==> config.mk <==
export PLATFORM = sky130hd
export DESIGN_NAME = vend_ctrl_param
export DESIGN_NICKNAME = d
export VERILOG_FILES = /design/src/rtl/vend_ctrl_param.sv
export SDC_FILE = /design/constraint.sdc
export NUM_CORES = 1
export LEC_CHECK = 0
export ABC_AREA = 1
export CORE_ASPECT_RATIO = 0.75
export CORE_UTILIZATION = 35
export CTS_BUF_LIST = sky130_fd_sc_hd__clkbuf_4
export DETAILED_ROUTE_END_ITERATION = 10
export MAX_ROUTING_LAYER = met4
export SLEW_MARGIN = 5
export SYNTH_ARGS = -nofsm -noshare
export SYNTH_HDL_FRONTEND = slang
export SYNTH_SLANG_ARGS = --single-unit
==> constraint.sdc <==
create_clock -name clk -period 12.15 [get_ports clk]
set_clock_uncertainty 0.05 [all_clocks]
set_input_delay 2.43 -clock clk [delete_from_list [all_inputs] [get_ports clk]]
set_output_delay 2.43 -clock clk [all_outputs]
set_load 0.01 [all_outputs]
==> src/rtl/vend_ctrl_param.sv <==
// Parametrised vending controller: supplier-loaded price/stock tables, cents coin balance,
// one-hot selection, single-cycle vend and greedy one-coin-per-cycle change return.
module vend_ctrl_param #(
    parameter int N_ITEMS = 6,
    parameter int COUNT_W = 4,
    parameter int PRICE_W = 8,
    parameter int BAL_W   = 10,
    localparam int IDX_W  = $clog2(N_ITEMS)
) (
    input  logic               clk,
    input  logic               rst,
    input  logic               sup_valid,
    input  logic [IDX_W-1:0]   sup_item,
    input  logic [COUNT_W-1:0] sup_count,
    input  logic [PRICE_W-1:0] sup_price,
    input  logic [1:0]         coin,
    input  logic [N_ITEMS-1:0] sel,
    input  logic               enter,
    input  logic               cancel,
    output logic               vend_valid,
    output logic [IDX_W-1:0]   vend_item,
    output logic [1:0]         change_coin,
    output logic               coin_reject,
    output logic               sup_ack,
    output logic [2:0]         status,
    output logic [BAL_W-1:0]   balance,
    output logic [PRICE_W-1:0] price_disp
);

    localparam logic [1:0] S_IDLE   = 2'd0;
    localparam logic [1:0] S_SELECT = 2'd1;
    localparam logic [1:0] S_VEND   = 2'd2;
    localparam logic [1:0] S_CHANGE = 2'd3;

    localparam logic [2:0] ST_IDLE      = 3'd0;
    localparam logic [2:0] ST_SELECTED  = 3'd1;
    localparam logic [2:0] ST_SOLD_OUT  = 3'd2;
    localparam logic [2:0] ST_INSUFF    = 3'd3;
    localparam logic [2:0] ST_MULTI_SEL = 3'd4;
    localparam logic [2:0] ST_VENDING   = 3'd5;
    localparam logic [2:0] ST_CHANGE    = 3'd6;
    localparam logic [2:0] ST_BAD_WRITE = 3'd7;

    // Common compare width: one bit wider than either operand so sums never wrap.
    localparam int CW = ((BAL_W > PRICE_W) ? BAL_W : PRICE_W) + 1;
    localparam logic [CW-1:0] BAL_MAX = CW'((1 << BAL_W) - 1);

    logic [1:0]         state;
    logic [IDX_W-1:0]   idx;
    logic [IDX_W-1:0]   sel_idx;
    logic [PRICE_W-1:0] price_tab [N_ITEMS];
    logic [COUNT_W-1:0] count_tab [N_ITEMS];

    logic [CW-1:0]      coin_val;
    logic [CW-1:0]      bal_sum;
    logic               coin_fits;
    logic               sup_bad;
    logic [BAL_W-1:0]   bal_new;
    logic [BAL_W-1:0]   bal_vend;
    logic [BAL_W-1:0]   chg_amt;
    logic [BAL_W-1:0]   bal_chg;
    logic [1:0]         chg_code;
    logic [PRICE_W-1:0] cur_price;
    logic [COUNT_W-1:0] cur_count;

    assign cur_price = price_tab[idx];
    assign cur_count = count_tab[idx];

    always_comb begin
        case (coin)
            2'b01:   coin_val = CW'(5);
            2'b10:   coin_val = CW'(10);
            2'b11:   coin_val = CW'(25);
            default: coin_val = '0;
        endcase
    end

    assign bal_sum   = CW'(balance) + coin_val;
    assign coin_fits = (bal_sum <= BAL_MAX);
    assign bal_new   = (coin != 2'b00 && coin_fits) ? bal_sum[BAL_W-1:0] : balance;
    // Only reached after the enter check proved balance >= price.
    assign bal_vend  = BAL_W'(CW'(balance) - CW'(cur_price));

    always_comb begin
        if (balance >= BAL_W'(25)) begin
            chg_code = 2'b11;
            chg_amt  = BAL_W'(25);
        end else if (balance >= BAL_W'(10)) begin
            chg_code = 2'b10;
            chg_amt  = BAL_W'(10);
        end else begin
            chg_code = 2'b01;
            chg_amt  = BAL_W'(5);
        end
    end

    assign bal_chg = (balance > chg_amt) ? balance - chg_amt : '0;

    always_comb begin
        sel_idx = '0;
        for (int i = 0; i < N_ITEMS; i++)
            if (sel[i]) sel_idx = IDX_W'(i);
    end

    assign sup_bad = (int'(sup_item) >= N_ITEMS) || ((sup_price % PRICE_W'(5)) != '0);

    always_ff @(posedge clk) begin
        if (rst) begin
            state       <= S_IDLE;
            idx         <= '0;
            vend_valid  <= 1'b0;
            vend_item   <= '0;
            change_coin <= 2'b00;
            coin_reject <= 1'b0;
            sup_ack     <= 1'b0;
            status      <= ST_IDLE;
            balance     <= '0;
            price_disp  <= '0;
            for (int i = 0; i < N_ITEMS; i++) begin
                price_tab[i] <= '0;
                count_tab[i] <= '0;
            end
        end else begin
            vend_valid  <= 1'b0;
            vend_item   <= '0;
            change_coin <= 2'b00;
            coin_reject <= 1'b0;
            sup_ack     <= 1'b0;
            case (state)
                S_IDLE, S_SELECT: begin
                    coin_reject <= (coin != 2'b00) && !coin_fits;
                    balance     <= bal_new;
                    // Priority: cancel, enter (SELECT), supplier write (IDLE), selection.
                    if (cancel) begin
                        price_disp <= '0;
                        if (bal_new != '0) begin
                            state  <= S_CHANGE;
                            status <= ST_CHANGE;
                        end else begin
                            state  <= S_IDLE;
                            status <= ST_IDLE;
                        end
                    end else if (state == S_SELECT && enter) begin
                        // Compare against the pre-coin balance.
                        if (cur_count == '0)
                            status <= ST_SOLD_OUT;
                        else if (CW'(balance) < CW'(cur_price))
                            status <= ST_INSUFF;
                        else
                            state <= S_VEND;
                    end else if (state == S_IDLE && sup_valid) begin
                        if (balance == '0) begin
                            if (sup_bad) begin
                                status <= ST_BAD_WRITE;
                            end else begin
                                price_tab[sup_item] <= sup_price;
                                count_tab[sup_item] <= sup_count;
                                sup_ack             <= 1'b1;
                                status              <= ST_IDLE;
                            end
                        end
                    end else if (sel != '0) begin
                        if ($onehot(sel)) begin
                            idx        <= sel_idx;
                            price_disp <= price_tab[sel_idx];
                            status     <= ST_SELECTED;
                            state      <= S_SELECT;
                        end else begin
                            status <= ST_MULTI_SEL;
                        end
                    end
                end
                S_VEND: begin
                    coin_reject    <= (coin != 2'b00);
                    vend_valid     <= 1'b1;
                    vend_item      <= idx;
                    count_tab[idx] <= cur_count - COUNT_W'(1);
                    balance        <= bal_vend;
                    status         <= ST_VENDING;
                    price_disp     <= '0;
                    state          <= (bal_vend != '0) ? S_CHANGE : S_IDLE;
                end
                default: begin
                    coin_reject <= (coin != 2'b00);
                    change_coin <= chg_code;
                    balance     <= bal_chg;
                    if (bal_chg == '0) begin
                        state  <= S_IDLE;
                        status <= ST_IDLE;
                    end else begin
                        status <= ST_CHANGE;
                    end
                end
            endcase
        end
    end

endmodule

==> reports/results.ini <==
[die]
die_w_um = 177.1
die_y_um = 133.3
dieArea_um2 = 23600
rows = 47
initial_core_util_pct = 36.09
ios = 57
core-area_um2 = 22290

[grt]
first_global_vias = 6303
antenna_found_initial = 0
grt_usage_pct = 19.85
grt_overflow_total = 0
grt_max_degree = 51
grt_pass1_wl_mm = 34.60

[power_and_ir_drop]
power_frac_seq_pct = 35.7
peakVddDrop_uv = 70.13
leakage_nw = 3.693
p_comb_share_pct = 47.4
power_switching_uw = 712.2
pwr-share-clk_pct = 16.9
fin_total_pwr_mw = 1.630
p_per_area_nw_per_um2 = 177.2
internal_power_uw = 918.0
swShare_pct = 43.69

[routing]
routed_wl_mm = 22.05
route.detailed.drc = 0
ant_nets = 0
drtPass1Iterations = 6
first_iter_violations = 839
via_per_inst = 5.127
routedWlPerCell_um = 16.05
vias = 7045

[cells_and_area]
fill_cells = 2270
design_area_um2 = 9199
insertedDiodeCount = 0
drive_above_1_share_pct = 8.889
mostFrequentLayoutCell = nor2_1
fin_nets = 1124
syn_to_final_growth_pct = 14.36
final_cell_mix = nor2_1, nand2_1, o21ai_0

[critical_path]
startpoint_type = input pin
required_ps = 12330
cp_slowest_cell = clkdlybuf4s50_1
cp-end-kind = register
cp_max_fo = 15
arrival_ps = 6790
critPathMostFrequentCell = nand2_1
cp_slowest_stage_delay_ps = 530
path_class = in -> reg
setup.worst_path.start = sup_price[5]

[synth]
synth_xor_area_share_pct = 1.851
synthAdderAreaFrac_pct = 5.071
synth-compound-area-share_pct = 16.83
yosys_warnings = 0
syn_avg_cell_area_um2 = 8.028
synth.area.mux_share_pct = 0
synthCells = 1002
ys_seq_area_share_pct = 45.05
synth-seq-cells = 133
synth-simple-area-share_pct = 23.22
synth_area_um2 = 8044
synth_top_family_by_area = simple AND/OR/NAND/NOR gates
synth.distinct_cells = 49

[cts]
ctsRootBufferMaster = clkbuf_4
numCtsBuffers = 17
cts_buffer_depth = 2
cts_setup_buffers = 0
cts_hold_buf = 0
clock_sinks = 133
cts.clk_slew.worst_paths_ps = 110
insertion_delay_ps = 570
htree_levels = 4
post_cts_resized = 0
tritoncts = yes

[timing]
slew_headroom_pct = 41.33
drv_slew = 0
worst_slew_pin_slew_ps = 878.9
period_minus_slack_ps = 6608
fin_ws_ps = 5542
rsz0062_at_grt = false
fin_crit_sh_pct = 54.39
setup_viol = 0
tns_ps = 0
max_freq_mhz = 151.3
finalHoldViolCount = 0

[min_path]
worstHoldStart = price_disp[6]
hold_path.class = reg -> reg

[status]
status = completed

[placed_design]
place.gp.congestion = 0.9248
dpl.hpwl_mm = 16.38
port_buffers = 56
place_area_um2 = 8957
dp_slack_ps = 4971

[job]
cap_violations = 0

==> power groups by stage <==
| stage | Sequential [mW] | Clock (mW) | Combinational [mW] |
|---|---|---|---|
| 2_1_floorplan | 0.577 | 0 | 0.542 |
| 6_report | 0.581 | 0.276 | 0.773 |
| 4_1_cts | 0.581 | 0.280 | 0.763 |
| 5_1_grt | 0.590 | 0.300 | 0.861 |
| 3_3_place_gp | 0.592 | 0 | 0.759 |
| 3_5_place_dp | 0.591 | 0 | 0.758 |
==> final cells by class <==
class	instances	area (um^2)	area share (%)
Multi-Input combinational cell	716	3839	41.73
Sequential cell	133	3623	39.39
Timing Repair Buffer	64	620.6	6.746
Inverter	135	506.7	5.509
Tap cell	294	367.9	3.999
Clock buffer	23	172.7	1.877
Clock inverter	9	68.82	0.7481
==> stage by stage <==
step                      hold slack, ps  utilization, %  cells
after global routing               455.6           41.27   1374
after floorplan                    388.6               -   1017
after global placement             406.8           40.19   1342
after CTS                          426.1           41.27   1374
final                              425.1           41.27   1374
after detailed placement           407.9           40.19   1342
==> synthesized netlist by cell type (all sizes together) <==
library cell / number / area, um^2
nor3b: 2 / 15.01
dfxtp: 37 / 740.7
a211oi: 10 / 75.07
nand3b: 1 / 7.510
a31oi: 4 / 25.02
a2111oi: 1 / 8.760
xnor2: 3 / 26.28
nor4: 5 / 31.28
nand3: 55 / 350.3
inv: 132 / 495.5
o221ai: 3 / 26.28
or2: 2 / 12.51
clkbuf: 31 / 116.4
o21bai: 5 / 37.54
nand2: 155 / 611.8
a41oi: 1 / 8.760
a21oi: 65 / 332.8
a22oi: 1 / 7.510
buf: 2 / 15.01
ha: 23 / 287.8
xor2: 14 / 122.6
a21o: 2 / 15.01
o21ai: 125 / 633.1
nand4: 15 / 115.1
o21a: 2 / 15.01
edfxtp: 96 / 2883
o31ai: 3 / 22.52
a221oi: 1 / 8.760
nor3: 13 / 65.06
o22ai: 9 / 62.56
conb: 1 / 3.750
nor2: 164 / 659.4
clkinv: 3 / 11.26
o211ai: 10 / 75.07
fa: 6 / 120.1
==> critical path: cells and delay by family <==
| kind | cells | cell delay, ps |
|---|---|---|
| simple gates | 21 | 2950 |
| buf+inv | 6 | 860 |
| compound gates | 2 | 330 |
| fa+ha+maj | 1 | 200 |
==> cells by family (layout without fill, tap and decap cells) <==
| logic type | Yosys count | after routing |
|---|---|---|
| AOI/OAI and AO/OA | 242 | 242 |
| xor gates and xnor gates | 17 | 17 |
| adders and majority gates | 29 | 29 |
| buffers and inverters | 168 | 231 |
| DFF | 133 | 133 |
| other | 1 | 16 |
| and+or+nand+nor | 412 | 412 |
==> metal layers <==
metal  vias up  GRT usage, %  share of wire (%)
li1       3508             -                  -
met1      3275         28.98                 49
met2       246         27.84                 43
met3        16         3.853                6.7
met4         0         4.885               0.94
met5         -             -                  0
==> worst paths after layout <==
| path | depth (start not counted) | slack [ps] | to |
|---|---|---|---|
| worst max-delay path | 30 | 5540 | price_tab[3][7] |
| worst min-delay path | 2 | 430 | price_disp[6] |
| worst max register to register | 20 | 7340 | state[0] |
| worst min register to register | 2 | 430 | price_disp[6] |
==> registers in the layout, summed over array words and instances, names as in the netlist, named ones only <==
name / count
price_tab: 64
count_tab: 32
balance: 10
price_disp: 8
idx: 3
status: 3
vend_item: 3
change_coin: 2
state: 2
coin_reject: 1
sup_ack: 1
vend_valid: 1
No activity file was read; power rests on OpenSTA's default activity.
